<file path="config.mk">
export PLATFORM = sky130hd
export DESIGN_NAME = rdw_queue
export DESIGN_NICKNAME = d
export VERILOG_FILES = /design/src/rtl/rdw_pkg.sv /design/src/rtl/rdw_resp_tracker.sv /design/src/rtl/rdw_queue.sv
export SDC_FILE = /design/constraint.sdc
export NUM_CORES = 2
export LEC_CHECK = 0
export ABC_CLOCK_PERIOD_IN_PS = 39300
export CORE_MARGIN = 5
export CORE_UTILIZATION = 60
export DETAILED_ROUTE_END_ITERATION = 10
export GPL_TIMING_DRIVEN = 0
export PLACE_DENSITY = 0.91
export SLEW_MARGIN = 10
export SYNTH_ARGS = -nofsm -noshare
export SYNTH_HDL_FRONTEND = slang
export SYNTH_SLANG_ARGS = --single-unit
</file>
<file path="constraint.sdc">
create_clock -name clk -period 39.3 [get_ports clk]
set_input_delay 5.895 -clock clk [delete_from_list [all_inputs] [get_ports clk]]
set_output_delay 5.895 -clock clk [all_outputs]
set_load 0.02 [all_outputs]
</file>
<file path="src/rtl/rdw_pkg.sv">
// Shared types and helpers for the read-data-wait queue between MEM and WB.
package rdw_pkg;

   // Per-entry completion flags; data and payload widths are fixed by the top's parameters.
   typedef struct packed {
      logic need_resp;
      logic has_data;
   } rdw_flags_t;

   // Counter width that can hold MAX_OUT plus one in-flight push without wrapping.
   function automatic int rdw_cnt_w(input int max_out);
      return $clog2(max_out + 2);
   endfunction

endpackage

</file>
<file path="src/rtl/rdw_resp_tracker.sv">
// Tracks responses owed by queued and flushed instructions and picks
// which queued entry the next data_ok belongs to.
module rdw_resp_tracker
   import rdw_pkg::*;
#(
   parameter int DEPTH   = 4,
   parameter int MAX_OUT = 4,
   parameter int CNT_W   = rdw_cnt_w(MAX_OUT),
   parameter int AW      = $clog2(DEPTH)
)(
   input  logic             clk,
   input  logic             rst,
   input  logic             flush,
   input  logic             data_ok,
   input  logic             push_owes,
   input  logic [AW:0]      count,
   input  logic [AW-1:0]    rd_ptr,
   input  logic [DEPTH-1:0] pend_vec,
   output logic             route,
   output logic [AW-1:0]    tgt_idx,
   output logic             req_allow,
   output logic [CNT_W-1:0] pending_cnt,
   output logic [CNT_W-1:0] discard_cnt,
   output logic             resp_err
);

   localparam int SW = CNT_W + 2;
   localparam logic [SW-1:0] SAT = {2'b00, {CNT_W{1'b1}}};

   logic [CNT_W-1:0] pending_q, pending_d;
   logic [CNT_W-1:0] discard_q, discard_d;
   logic             resp_err_q, resp_err_d;

   logic             found;
   logic             owed;
   logic [AW-1:0]    idx;
   logic [SW-1:0]    pend_sum;
   logic [SW-1:0]    disc_sum;

   // Oldest-pending pointer: first still-waiting entry walking from the head.
   always_comb begin
      found   = 1'b0;
      tgt_idx = rd_ptr;
      idx     = rd_ptr;
      for (int i = 0; i < DEPTH; i++) begin
         idx = rd_ptr + AW'(i);
         if (!found && ((AW+1)'(i) < count) && pend_vec[idx]) begin
            found   = 1'b1;
            tgt_idx = idx;
         end
      end
   end

   assign owed  = (pending_q != '0) || (discard_q != '0);
   assign route = data_ok && !flush && (discard_q == '0) && (pending_q != '0) && found;

   always_comb begin
      pend_sum   = {2'b00, pending_q} + SW'(push_owes) - SW'(route);
      disc_sum   = {2'b00, discard_q};
      resp_err_d = resp_err_q;
      if (flush) begin
         pend_sum = '0;
         disc_sum = {2'b00, discard_q} + {2'b00, pending_q} + SW'(push_owes)
                    - SW'(data_ok && owed);
         if (data_ok && !owed) resp_err_d = 1'b1;
      end else if (data_ok) begin
         if (discard_q != '0)      disc_sum   = {2'b00, discard_q} - SW'(1);
         else if (pending_q == '0) resp_err_d = 1'b1;
      end
      pending_d = (pend_sum > SAT) ? {CNT_W{1'b1}} : pend_sum[CNT_W-1:0];
      discard_d = (disc_sum > SAT) ? {CNT_W{1'b1}} : disc_sum[CNT_W-1:0];
   end

   always_ff @(posedge clk or posedge rst) begin
      if (rst) begin
         pending_q  <= '0;
         discard_q  <= '0;
         resp_err_q <= 1'b0;
      end else begin
         pending_q  <= pending_d;
         discard_q  <= discard_d;
         resp_err_q <= resp_err_d;
      end
   end

   assign req_allow   = ({1'b0, pending_q} + {1'b0, discard_q}) < (CNT_W+1)'(MAX_OUT);
   assign pending_cnt = pending_q;
   assign discard_cnt = discard_q;
   assign resp_err    = resp_err_q;

endmodule

</file>
<file path="src/rtl/rdw_queue.sv">
// In-order queue of MEM instructions awaiting their data_ok; forwards a
// response to WB in the cycle it arrives when it belongs to the head.
module rdw_queue
   import rdw_pkg::*;
#(
   parameter int DATA_W    = 32,
   parameter int PAYLOAD_W = 128,
   parameter int DEPTH     = 4,
   parameter int MAX_OUT   = 4,
   parameter int CNT_W     = rdw_cnt_w(MAX_OUT)
)(
   input  logic                 clk,
   input  logic                 rst,
   input  logic                 in_valid,
   output logic                 in_ready,
   input  logic                 in_need_resp,
   input  logic                 in_has_data,
   input  logic [DATA_W-1:0]    in_data,
   input  logic [PAYLOAD_W-1:0] in_payload,
   input  logic                 data_ok,
   input  logic [DATA_W-1:0]    rdata,
   input  logic                 flush,
   output logic                 out_valid,
   input  logic                 out_ready,
   output logic [DATA_W-1:0]    out_data,
   output logic [PAYLOAD_W-1:0] out_payload,
   output logic                 req_allow,
   output logic [CNT_W-1:0]     pending_cnt,
   output logic [CNT_W-1:0]     discard_cnt,
   output logic                 resp_err
);

   localparam int AW = $clog2(DEPTH);
   localparam logic [AW:0] DEPTH_C = (AW+1)'(DEPTH);

   typedef struct packed {
      rdw_flags_t           flags;
      logic [DATA_W-1:0]    data;
      logic [PAYLOAD_W-1:0] payload;
   } entry_t;

   entry_t        mem_q [DEPTH];
   entry_t        mem_d [DEPTH];
   logic [AW-1:0] rd_ptr_q, rd_ptr_d;
   logic [AW-1:0] wr_ptr_q, wr_ptr_d;
   logic [AW:0]   count_q, count_d;

   logic             empty;
   logic             push, pop, push_owes;
   logic             route, head_tgt, out_valid_c;
   logic [AW-1:0]    tgt_idx;
   logic [DEPTH-1:0] pend_vec;
   entry_t           head;

   // Both ports use strict valid/ready: a transfer happens exactly in a cycle
   // where valid and ready are high together; ready never waits on valid.
   assign empty       = (count_q == '0);
   assign head        = mem_q[rd_ptr_q];
   assign head_tgt    = route && (tgt_idx == rd_ptr_q);
   assign out_valid_c = !flush && !empty && (head.flags.has_data || head_tgt);
   assign pop         = out_valid_c && out_ready;
   assign in_ready    = !rst && ((count_q < DEPTH_C) || pop);
   assign push        = in_valid && in_ready;
   assign push_owes   = push && in_need_resp && !in_has_data;

   always_comb begin
      for (int i = 0; i < DEPTH; i++)
         pend_vec[i] = mem_q[i].flags.need_resp && !mem_q[i].flags.has_data;
   end

   rdw_resp_tracker #(
      .DEPTH   (DEPTH),
      .MAX_OUT (MAX_OUT),
      .CNT_W   (CNT_W),
      .AW      (AW)
   ) u_tracker (
      .clk         (clk),
      .rst         (rst),
      .flush       (flush),
      .data_ok     (data_ok),
      .push_owes   (push_owes),
      .count       (count_q),
      .rd_ptr      (rd_ptr_q),
      .pend_vec    (pend_vec),
      .route       (route),
      .tgt_idx     (tgt_idx),
      .req_allow   (req_allow),
      .pending_cnt (pending_cnt),
      .discard_cnt (discard_cnt),
      .resp_err    (resp_err)
   );

   // A response write lands before the push so a full-queue pop/push on the
   // same slot keeps the newly pushed entry.
   always_comb begin
      mem_d    = mem_q;
      rd_ptr_d = rd_ptr_q;
      wr_ptr_d = wr_ptr_q;
      count_d  = count_q;
      if (flush) begin
         rd_ptr_d = '0;
         wr_ptr_d = '0;
         count_d  = '0;
      end else begin
         if (route) begin
            mem_d[tgt_idx].data           = rdata;
            mem_d[tgt_idx].flags.has_data = 1'b1;
         end
         if (push) begin
            mem_d[wr_ptr_q].flags.need_resp = in_need_resp;
            mem_d[wr_ptr_q].flags.has_data  = in_has_data || !in_need_resp;
            mem_d[wr_ptr_q].data            = in_has_data ? in_data : '0;
            mem_d[wr_ptr_q].payload         = in_payload;
            wr_ptr_d                        = wr_ptr_q + AW'(1);
         end
         if (pop) rd_ptr_d = rd_ptr_q + AW'(1);
         count_d = count_q + (AW+1)'(push) - (AW+1)'(pop);
      end
   end

   always_ff @(posedge clk or posedge rst) begin
      if (rst) begin
         for (int i = 0; i < DEPTH; i++) mem_q[i] <= '0;
         rd_ptr_q <= '0;
         wr_ptr_q <= '0;
         count_q  <= '0;
      end else begin
         mem_q    <= mem_d;
         rd_ptr_q <= rd_ptr_d;
         wr_ptr_q <= wr_ptr_d;
         count_q  <= count_d;
      end
   end

   assign out_valid   = out_valid_c;
   assign out_data    = empty ? '0 : (head_tgt ? rdata : head.data);
   assign out_payload = empty ? '0 : head.payload;

endmodule

</file>
==> results.json <==
{
  "status": "finished clean",
  "pwr-share-clk_pct": 26.9,
  "htreeDepth": 3,
  "multi_input_area_mm2": 0.0140,
  "yosysTopAreaCell": "dfrtp_1",
  "core_area_mm2": 0.0523,
  "tightest_slew_ns": 1.31,
  "cts_tree": "yes",
  "fmax_mhz": 65.3,
  "path_class": "primary input to output pin",
  "io_buffers": 369,
  "netlist_instances": 2244,
  "hold_violations": 0,
  "root_buffer": "clkbuf_16",
  "cts_resized": 0,
  "holdBufCountCts": 0,
  "timing.final.crit_share_pct": 39.0,
  "cp-end-kind": "output pin",
  "setup_viol": 0,
  "crit_slowest_cell": "or4b_2",
  "clock-sinks": 662,
  "hold_path_class": "flip-flop to flip-flop",
  "numCtsBuffers": 70,
  "power_density_mw_per_mm2": 65.5,
  "required_ns": 33.40,
  "reg2regPathDepth": 19,
  "total_power_mw": 2.53,
  "fp.dieW_um": 240,
  "arrival_ns": 9.42,
  "grtUsageTotal_pct": 34.3,
  "synth-edff-count": 0,
  "finalMaxSlewViolations": 0,
  "design_area_mm2": 0.0387,
  "die_h_um": 240,
  "start_util_pct": 60.4,
  "max_slew_margin_pct": 12.5,
  "drt_first_pass_iters": 5,
  "synth.avg_cell_area_um2": 14.1,
  "path_depth": 7,
  "cp_cell_sequence": "clkdlybuf4s50_1 -> or4b_2 -> nor2_1 -> clkbuf_1 -> nand2_1 -> a21oi_1 -> clkdlybuf4s50_1",
  "drtIter0Drc": 2077,
  "grt_max_degree": 129,
  "netlist_area_mm2": 0.0316,
  "power.share.switching_pct": 32.6,
  "seq_area_mm2": 0.0166,
  "min_path_cells": 1,
  "cp.buffers_inverters": 3,
  "fill_cells": 3155,
  "rsz0062_at_grt": "no",
  "cts.path.max_buffers": 3,
  "place_congestion": 0.935,
  "synth-seq-cells": 662,
  "p_seq_share_pct": 38.3,
  "layout_min_cycle_time_ns": 15.31,
  "startpoint_type": "primary input",
  "finalClockSkew_ns": 0.0326,
  "first_global_vias": 24400,
  "antenna_found_initial": 22,
  "wl_per_cell_um": 28.7,
  "drive_gt1_share_pct": 25.7,
  "clk_pin_slew_ns": 0.06,
  "rows": 84,
  "finalNetCount": 2916,
  "crit_path_max_incr_delay_ns": 0.79,
  "synthToLayoutAreaGrowth_pct": 22.4,
  "cts_setup_buffers": 0,
  "ys.flop_type": "dfrtp_1",
  "grt_pass1_wl_um": 149000,
  "p_switching_mw": 0.825,
  "async_flop_share_pct": 100,
  "num_vias": 22500,
  "synth_cell_type_count": 55,
  "synth_top_area_share_pct": 52.4,
  "grt.overflow.total": 0,
  "dpl.hpwl_um": 66100,
  "p_leak_nw": 17.0,
  "viasPerCell": 6.54,
  "worstPathMaxFanout": 10,
  "p_int_mw": 1.71,
  "totalNegativeSetupSlack_ns": 0,
  "place_area_mm2": 0.0363,
  "yosys_warnings": 0,
  "crit_family": "buffers and inverters",
  "maxCapViolations": 0,
  "insertion_delay_ns": 0.62,
  "ys_seq_area_share_pct": 52.4,
  "syn_nets": 2470,
  "worst_path_most_repeated_cell": "clkdlybuf4s50_1",
  "wl_um": 98800,
  "drc": 0,
  "ir_drop_v": 0.0000480,
  "io_pins": 370,
  "synth_area_leaders": "dfrtp_1, mux4_2, mux2_2",
  "ant_nets": 0,
  "comb_power_share_pct": 34.9,
  "dieArea_mm2": 0.0574
}
cell type report:
cell class                 count  share of cell area (%)
antenna                       11                  0.0711
buffer                       170                    2.42
clock buffer                 109                    5.61
clock inverter                16                   0.465
inverter                      28                   0.297
multi-input combinational   1384                    36.2
sequential                   662                    42.8
tap                          688                    2.22
timing repair buffer         374                    9.90
cell families after synthesis:
| family | synth area share, % |
|---|---|
| xor+xnor | 0.277 |
| mux | 30.1 |
| buf+inv | 3.28 |
| simple gates | 7.15 |
| flops | 52.4 |
| fa+ha+maj | 1.10 |
| compound gates | 5.69 |
worst paths after layout:
check	from	slack [ns]	to
max in group asynchronous	rst	31.80	mem_q[408]
min in group asynchronous	rst	5.85	u_tracker.resp_err
worst min-delay path	u_tracker.resp_err	0.47	u_tracker.resp_err
worst max register to register	u_tracker.discard_cnt[1]	35.27	u_tracker.discard_cnt[1]
worst max-delay path	flush	23.99	out_data[22]
worst min register to register	u_tracker.resp_err	0.47	u_tracker.resp_err
through the flow:
step	instances	hold slack, ns	worst slack, ns	util [%]
after floorplan	2244	0.453	11.52	-
after global placement	3301	0.457	6.34	69.1
after global routing	3439	0.486	23.98	74.0
after detailed placement	3306	0.456	24.06	69.4
after CTS	3431	0.469	24.05	73.9
final	3442	0.473	23.99	74.0
cells in the final DEF (no fill, tap or decap), drive strengths merged, types with 4 or more instances in the layout:
cell type,instances
a21o,7
a21oi,44
a221o,129
a22oi,5
and2,129
and3,6
buf,107
clkbuf,177
clkdlybuf4s50,369
clkinv,9
dfrtp,662
diode,11
ha,23
inv,31
mux2,516
mux4,165
nand2,111
nand2b,6
nand3,5
nor2,143
nor2b,45
nor3,4
o21ai,6
o22ai,5
xnor2,5
xor2,5
cell usage after synthesis, types with 2 or more instances:
cell      instances
a21o_1            7
a21oi_1          40
a21oi_2           4
a221o_1         129
a22oi_1           4
a31oi_1           2
and2_1          129
and3_1            5
buf_1            14
buf_2            40
buf_4            40
buf_6            12
clkbuf_1         64
dfrtp_1         662
fa_1              3
ha_1             23
inv_1            26
mux2_1          209
mux2_2          307
mux4_2          165
nand2_1         111
nand2b_1          6
nand3_1           5
nand4_1           2
nor2_1          142
nor2b_1          45
nor3_1            3
o21ai_0           6
o22ai_1           3
o22ai_2           2
or3_1             2
xnor2_1           5
xor2_1            5
worst register-to-register path, cell delays in order, from the launching register on:
cell and delay (ns):
dfrtp_1 0.46, inv_1 0.11, ha_1 0.17, nand2b_1 0.13, nor4b_2 0.43, nand4_1 0.28
nand2_1 0.21, nand3_1 0.16, ha_1 0.32, inv_1 0.04, ha_1 0.18, inv_1 0.08
fa_1 0.21, inv_1 0.07, a21oi_1 0.12, nand3_1 0.10, o32a_1 0.18, o22ai_1 0.23
o22ai_1 0.13, or2_2 0.31
power groups by stage:
stage | Combinational [mW] | Sequential [mW] | Clock [mW]
after floorplan | 0.527 | 0.940 | 0
after global placement | 0.844 | 0.955 | 0
after detailed placement | 0.871 | 0.972 | 0
after CTS | 0.881 | 0.965 | 0.684
after global routing | 0.929 | 0.986 | 0.712
final | 0.883 | 0.970 | 0.681
flip-flops by register name, summed over array words and instances, names as in the netlist:
name / flops
mem_q: 648
count_q: 3
u_tracker.discard_cnt: 3
u_tracker.pending_cnt: 3
rd_ptr_q: 2
wr_ptr_q: 2
u_tracker.resp_err: 1
metal layers:
metal	global-route usage (%)	vias up	wire [µm]
met1	43.3	11700	35900
met3	9.81	309	9660
li1	-	9162	-
met5	0	-	123
met4	17.0	18	5000
met2	55.1	1316	48100
Power figures use the tool's default switching activity.
